**src/rtl/prog_loader.sv**
```systemverilog
// Framed byte-stream program loader: parses SYNC/header/data/checksum frames,
// writes big-endian words to sequential instruction addresses and gates cpu_en.
module prog_loader #(
  parameter logic [7:0] SYNC_BYTE = 8'hA5,
  parameter int         ADDR_W    = 11,
  parameter int         TIMEOUT   = 1024
) (
  input  logic              clk,
  input  logic              resetn,
  input  logic [7:0]        rx_data,
  input  logic              rx_valid,
  output logic              rx_ready,
  output logic [31:0]       w_instruction,
  output logic              w_enable,
  output logic [ADDR_W-1:0] w_adrs,
  output logic              cpu_en,
  output logic              busy,
  output logic              load_err,
  output logic [ADDR_W:0]   words_written
);

  localparam int IDLE_W = $clog2(TIMEOUT + 1);

  localparam logic [2:0] S_IDLE  = 3'd0;
  localparam logic [2:0] S_HDR   = 3'd1;
  localparam logic [2:0] S_DATA  = 3'd2;
  localparam logic [2:0] S_WRITE = 3'd3;
  localparam logic [2:0] S_CSUM  = 3'd4;
  localparam logic [2:0] S_DONE  = 3'd5;
  localparam logic [2:0] S_ERROR = 3'd6;

  logic [2:0]        state_q, state_d;
  logic [1:0]        idx_q, idx_d;
  logic [7:0]        hi_q, hi_d;
  logic [ADDR_W-1:0] addr_q, addr_d;
  logic [15:0]       cnt_q, cnt_d;
  logic [31:0]       word_q, word_d;
  logic [7:0]        csum_q, csum_d;
  logic [IDLE_W-1:0] idle_q, idle_d;
  logic [ADDR_W:0]   words_q, words_d;
  logic              cpu_en_q, cpu_en_d;
  logic              busy_q, busy_d;
  logic              err_q, err_d;

  logic        xfer;
  logic [15:0] hdr16;
  logic        in_frame;

  assign rx_ready = (state_q != S_WRITE);
  assign xfer     = rx_valid & rx_ready;
  assign hdr16    = {hi_q, rx_data};
  assign in_frame = (state_q == S_HDR) || (state_q == S_DATA) || (state_q == S_CSUM);

  always_comb begin
    state_d  = state_q;
    idx_d    = idx_q;
    hi_d     = hi_q;
    addr_d   = addr_q;
    cnt_d    = cnt_q;
    word_d   = word_q;
    csum_d   = csum_q;
    idle_d   = idle_q;
    words_d  = words_q;
    cpu_en_d = cpu_en_q;
    busy_d   = busy_q;
    err_d    = err_q;

    case (state_q)
      S_IDLE, S_DONE, S_ERROR: begin
        if (xfer && (rx_data == SYNC_BYTE)) begin
          state_d  = S_HDR;
          idx_d    = 2'd0;
          csum_d   = 8'h00;
          idle_d   = '0;
          words_d  = '0;
          cpu_en_d = 1'b0;
          busy_d   = 1'b1;
          err_d    = 1'b0;
        end
      end
      S_HDR: begin
        if (xfer) begin
          csum_d = csum_q ^ rx_data;
          idle_d = '0;
          idx_d  = idx_q + 2'd1;
          case (idx_q)
            2'd0:    hi_d = rx_data;
            2'd1:    addr_d = ADDR_W'(hdr16);
            2'd2:    hi_d = rx_data;
            default: begin
              cnt_d   = hdr16;
              state_d = (hdr16 == 16'd0) ? S_CSUM : S_DATA;
            end
          endcase
        end
      end
      S_DATA: begin
        if (xfer) begin
          csum_d = csum_q ^ rx_data;
          idle_d = '0;
          word_d = {word_q[23:0], rx_data};
          idx_d  = idx_q + 2'd1;
          if (idx_q == 2'd3) begin
            state_d = S_WRITE;
          end
        end
      end
      S_WRITE: begin
        // Address wraps naturally at 2^ADDR_W.
        addr_d  = addr_q + ADDR_W'(1);
        words_d = words_q + (ADDR_W + 1)'(1);
        cnt_d   = cnt_q - 16'd1;
        idle_d  = '0;
        state_d = (cnt_q == 16'd1) ? S_CSUM : S_DATA;
      end
      S_CSUM: begin
        if (xfer) begin
          idle_d = '0;
          busy_d = 1'b0;
          if (rx_data == csum_q) begin
            state_d  = S_DONE;
            cpu_en_d = 1'b1;
          end else begin
            state_d  = S_ERROR;
            err_d    = 1'b1;
            cpu_en_d = 1'b0;
          end
        end
      end
      default: state_d = S_IDLE;
    endcase

    // A stalled source mid-frame aborts once TIMEOUT idle cycles have elapsed.
    if (in_frame && !xfer) begin
      if (idle_q == IDLE_W'(TIMEOUT - 1)) begin
        state_d  = S_ERROR;
        err_d    = 1'b1;
        cpu_en_d = 1'b0;
        busy_d   = 1'b0;
      end else begin
        idle_d = idle_q + IDLE_W'(1);
      end
    end
  end

  always_ff @(posedge clk or negedge resetn) begin
    if (!resetn) begin
      state_q  <= S_IDLE;
      idx_q    <= 2'd0;
      hi_q     <= 8'h00;
      addr_q   <= '0;
      cnt_q    <= 16'd0;
      word_q   <= 32'h0;
      csum_q   <= 8'h00;
      idle_q   <= '0;
      words_q  <= '0;
      cpu_en_q <= 1'b0;
      busy_q   <= 1'b0;
      err_q    <= 1'b0;
    end else begin
      state_q  <= state_d;
      idx_q    <= idx_d;
      hi_q     <= hi_d;
      addr_q   <= addr_d;
      cnt_q    <= cnt_d;
      word_q   <= word_d;
      csum_q   <= csum_d;
      idle_q   <= idle_d;
      words_q  <= words_d;
      cpu_en_q <= cpu_en_d;
      busy_q   <= busy_d;
      err_q    <= err_d;
    end
  end

  assign w_enable      = (state_q == S_WRITE);
  assign w_instruction = word_q;
  assign w_adrs        = addr_q;
  assign cpu_en        = cpu_en_q;
  assign busy          = busy_q;
  assign load_err      = err_q;
  assign words_written = words_q;

endmodule

```
**config.mk**
```make
export PLATFORM = sky130hd
export DESIGN_NAME = prog_loader
export DESIGN_NICKNAME = d
export VERILOG_FILES = /design/src/rtl/prog_loader.sv
export SDC_FILE = /design/constraint.sdc
export NUM_CORES = 1
export LEC_CHECK = 0
export CORE_UTILIZATION = 50
export DETAILED_ROUTE_END_ITERATION = 7
export PLACE_DENSITY = 0.76
export SLEW_MARGIN = 20
export SYNTH_ARGS = -nofsm -noshare
export SYNTH_HDL_FRONTEND = slang
export SYNTH_SLANG_ARGS = --single-unit
export TNS_END_PERCENT = 20
```
**constraint.sdc**
```tcl
create_clock -name clk -period 2.05 [get_ports clk]
set_clock_uncertainty 0.15 [all_clocks]
set_input_delay 0.41 -clock clk [delete_from_list [all_inputs] [get_ports clk]]
set_output_delay 0.41 -clock clk [all_outputs]
set_load 0.02 [all_outputs]
```
==> summary.md <==
| Metric | Value |
|---|---|
| Drt wl/cell | `roughly 17 microns` |
| Sequential-to-total area share from yosys stat | `~49%` |
| Share of post-route cells with drive strength above 1 | `27.8%` |
| Root Buffer | `clkbuf_8` |
| Cell variety after synth | `60` |
| Nets | `roughly 700` |
| Diode count | `0` |
| Clock Latency Late Sink | `roughly 400 ps` |
| CP required | `roughly 2200 ps` |
| Post-synth ARST share | `100%` |
| DR vias | `4848` |
| Worst Hold Depth | `1` |
| Area growth, synth to finish | `34.6%` |
| Routed Antenna Nets | `0` |
| Slew @ Worst Pin | `around 440 ps` |
| Worst r2r dst | `state_q[1]$_DFF_PN0_` |
| Worst Reg2Reg Path Length in Cells | `6` |
| Fin crit share | `between 90% and 100%` |
| Max Cap Viol | `0` |
| Port bufs | `70` |
| Yosys Warn Count | `0` |
| GRT Util Overall | `approximately a quarter` |
| Max Clk Rate | `about 0.49 GHz` |
| Clock tree sinks | `106` |
| Area contributors post-synth | `dfrtp_1 (49%), mux2_2 (8.3%), o21ai_0 (5.1%), a21oi_1 (2.8%), nand3_1 (2.8%)` |
| Critical path type | `input port to register` |
| CTS Buffer Depth | `2` |
| Die area | `0.0112 sq mm` |
| Global-route wire length before repair | `23.2 mm` |
| Setup violations, final | `0` |
| Crit path depth | `6` |
| Crit path max-delay cell type | `or4_4` |
| Via/cell ratio | `about 5.8` |
| Worst setup SP type | `input port` |
| Reg clk slew, reported paths | `90 ps` |
| Grt ovf | `0` |
| Synth Net Count | `approximately 560` |
| DRC violations left | `0` |
| Dominant synthesized flop cell | `dfrtp_1` |
| Crit path time final | `2040 ps` |
| Io pins | `~70` |
| Worst Path Max Fanout | `4` |
| Count of final max-slew check failures | `0` |
| Pin count of the biggest net entering global routing | `66` |
| Power per Cell Area | `approximately 1300 mW/mm^2` |
| Fill cells | `782` |
| Worst R2R Start | `state_q[2]$_DFF_PN0_` |
| HP Class | `register to register` |
| Leak Pwr | `around 3.2 nW` |
| Die Wd | `around 110 microns` |
| TNS Setup | `0 ps` |
| Row count | `37` |
| Starting density of the core | `between 50% and 60%` |
| Crit path buf inv count | `2` |
| Post-Syn Area | `0.00541 sq mm` |
| Die H | `approximately 110 microns` |
| HP Start | `load_err$_DFF_PN0_` |
| Hpwl dp | `a little under 10 mm` |
| Yosys top cell area share | `roughly half` |
| Relative slew slack | `70.3%` |
| Final Cell Area | `a little over 0.007 sq mm` |
| Synth Instances | `541` |
| CTS Buf Count | `9` |
| Vias in the first global route | `between 4000 and 5000` |
| EDFF count, synth | `0` |
| 1st-pass router iterations | `5` |
| Number of synthesized register bits | `about 110` |
| RSZ-0062 raised after global routing | `yes` |
| Initial antenna violation count | `0` |
| Critical Path Max Stage Delay | `about 600 ps` |
| Largest delay share family, worst path | `simple AND/OR/NAND/NOR gates` |
| CP endpoint kind | `register` |
| Final-report hold violation count | `0` |
| Final Wtd Congestion | `around 0.91` |
| CP arrival | `around 2200 ps` |
| Crit-path cells | `clkdlybuf4s15_2, or4_4, nor2_2, buf_4, a31oi_1, or4_1` |
| Htree depth | `3` |
| Max VDD drop | `~0.95 mV` |
| Syn_area_per_cell | `between 10 and 15 sq um` |
| Run status | `complete, no violations` |
| Area after DPL | `roughly 0.007 sq mm` |
| Min-Delay Endpoint | `load_err$_DFF_PN0_` |
| Final wirelength | `approximately 14 mm` |
| DR iter-0 viols | `between 200 and 300` |
| Core Area | `roughly 0.010 sq mm` |
| Area leader, netlist | `dfrtp_1` |
| Clock tree from TritonCTS | `yes` |
| FF-to-FF setup slack | `between 9 and 10 ps` |
==> worst max-delay path by stage <==
stage | end | start | slack, ps
4_1_cts | state_q[1]$_DFF_PN0_ | idle_q[1]$_DFF_PN0_ | 3
5_1_grt | state_q[1]$_DFF_PN0_ | idx_q[0]$_DFFE_PN0P_ | -70
3_3_place_gp | state_q[1]$_DFF_PN0_ | rx_data[1] | -510
6_report | state_q[1]$_DFF_PN0_ | rx_data[6] | 10
3_5_place_dp | words_written[3]$_DFFE_PN0P_ | rx_data[6] | -580
2_1_floorplan | state_q[1]$_DFF_PN0_ | cnt_q[10]$_DFFE_PN0P_ | -60
==> per-stage QoR <==
stage                     instances  hold WS, ps  setup slack (ps)  utilization (%)  power [W]
after CTS                       826          347              2.85             68.3    0.00946
after global placement          802          266              -515             65.7    0.00789
after detailed placement        802          264              -580             65.7    0.00806
final                           829          341              9.77             69.9    0.00955
after floorplan                 541        -35.6             -55.4                -    0.00597
after global routing            829          372             -66.1             69.9     0.0101
==> cells in the mapped netlist, types with 7 or more instances <==
cell	number
clkbuf_1	15
a21oi_1	30
inv_1	16
nor2_1	33
ha_1	9
nand3_1	30
o211ai_1	7
nand2b_1	10
nand2_1	36
dfrtp_1	106
nand4_1	12
o2bb2ai_1	11
mux2_2	40
a31oi_1	10
o21ai_0	55
xnor2_1	9
nor3_1	17
==> where the power goes <==
part	internal [W]	switching, W	leakage [nW]
sequential	0.00290	0.000701	1.31
clock	0.000575	0.000759	0.102
combinational	0.00235	0.00226	1.76
total	0.00583	0.00372	3.17
==> cell type report <==
type	count	area [sq um]	share of cell area, %
Multi-Input combinational cell	390	2690	37.0
Sequential cell	106	2660	36.5
Timing Repair Buffer	164	1500	20.6
Tap cell	136	170	2.34
Clock buffer	9	124	1.70
Clock inverter	7	76.3	1.05
Inverter	17	63.8	0.877
==> cells by family after synthesis <==
| logic type | synth area share, % |
|---|---|
| and+or+nand+nor | 17.1 |
| DFF | 49.0 |
| buffers and inverters | 3.68 |
| adders and majority gates | 2.08 |
| AOI/OAI and AO/OA | 17.8 |
| muxes | 8.70 |
| xor gates and xnor gates | 1.62 |
==> cell usage in the layout (no fill, tap or decap), types with 6 or more instances in the layout <==
cell type | synthesis | final
a31oi_1 | 10 | 10
nor2_1 | 33 | 32
nand2_1 | 36 | 34
mux2_2 | 40 | 40
buf_6 | 2 | 6
buf_4 | 2 | 84
a21oi_1 | 30 | 29
dlymetal6s2s_1 | 0 | 8
ha_1 | 9 | 6
nand2b_1 | 10 | 10
inv_1 | 16 | 15
o211ai_1 | 7 | 7
o21ai_0 | 55 | 48
nand4_1 | 12 | 12
nand3_1 | 30 | 28
dfrtp_1 | 106 | 104
nor3_1 | 17 | 12
dlygate4sd2_1 | 0 | 7
o22ai_1 | 6 | 6
and3_1 | 6 | 6
o2bb2ai_1 | 11 | 11
clkbuf_8 | 0 | 9
xnor2_1 | 9 | 9
clkdlybuf4s50_1 | 0 | 49
==> state kept, by name, summed over array words and instances (netlist names) <==
register / cells
hi_q: 8
cpu_en: 1
w_adrs: 11
state_q: 3
csum_q: 8
load_err: 1
words_written: 12
cnt_q: 16
busy: 1
idx_q: 2
w_instruction: 32
idle_q: 11
==> timing repair <==
| item | CTS | global route |
|---|---|---|
| endpoints found under the hold margin | 106 | 0 |
| setup buffers | 8 | 3 |
| setup endpoints to repair | 56 | 54 |
| pin swaps | 6 | 11 |
| resized for setup | 32 | 42 |
| hold buffers | 1 | 0 |
==> routing by layer <==
metal  share of wire, %  global-route usage (%)  vias up
li1                   -                       -     2284
met1                 43                    34.6     2404
met2                 50                    43.2      138
met3                4.4                    4.60       22
met4                1.9                    8.53        0
met5                  0                       0        -
Power figures use the tool's default switching activity.
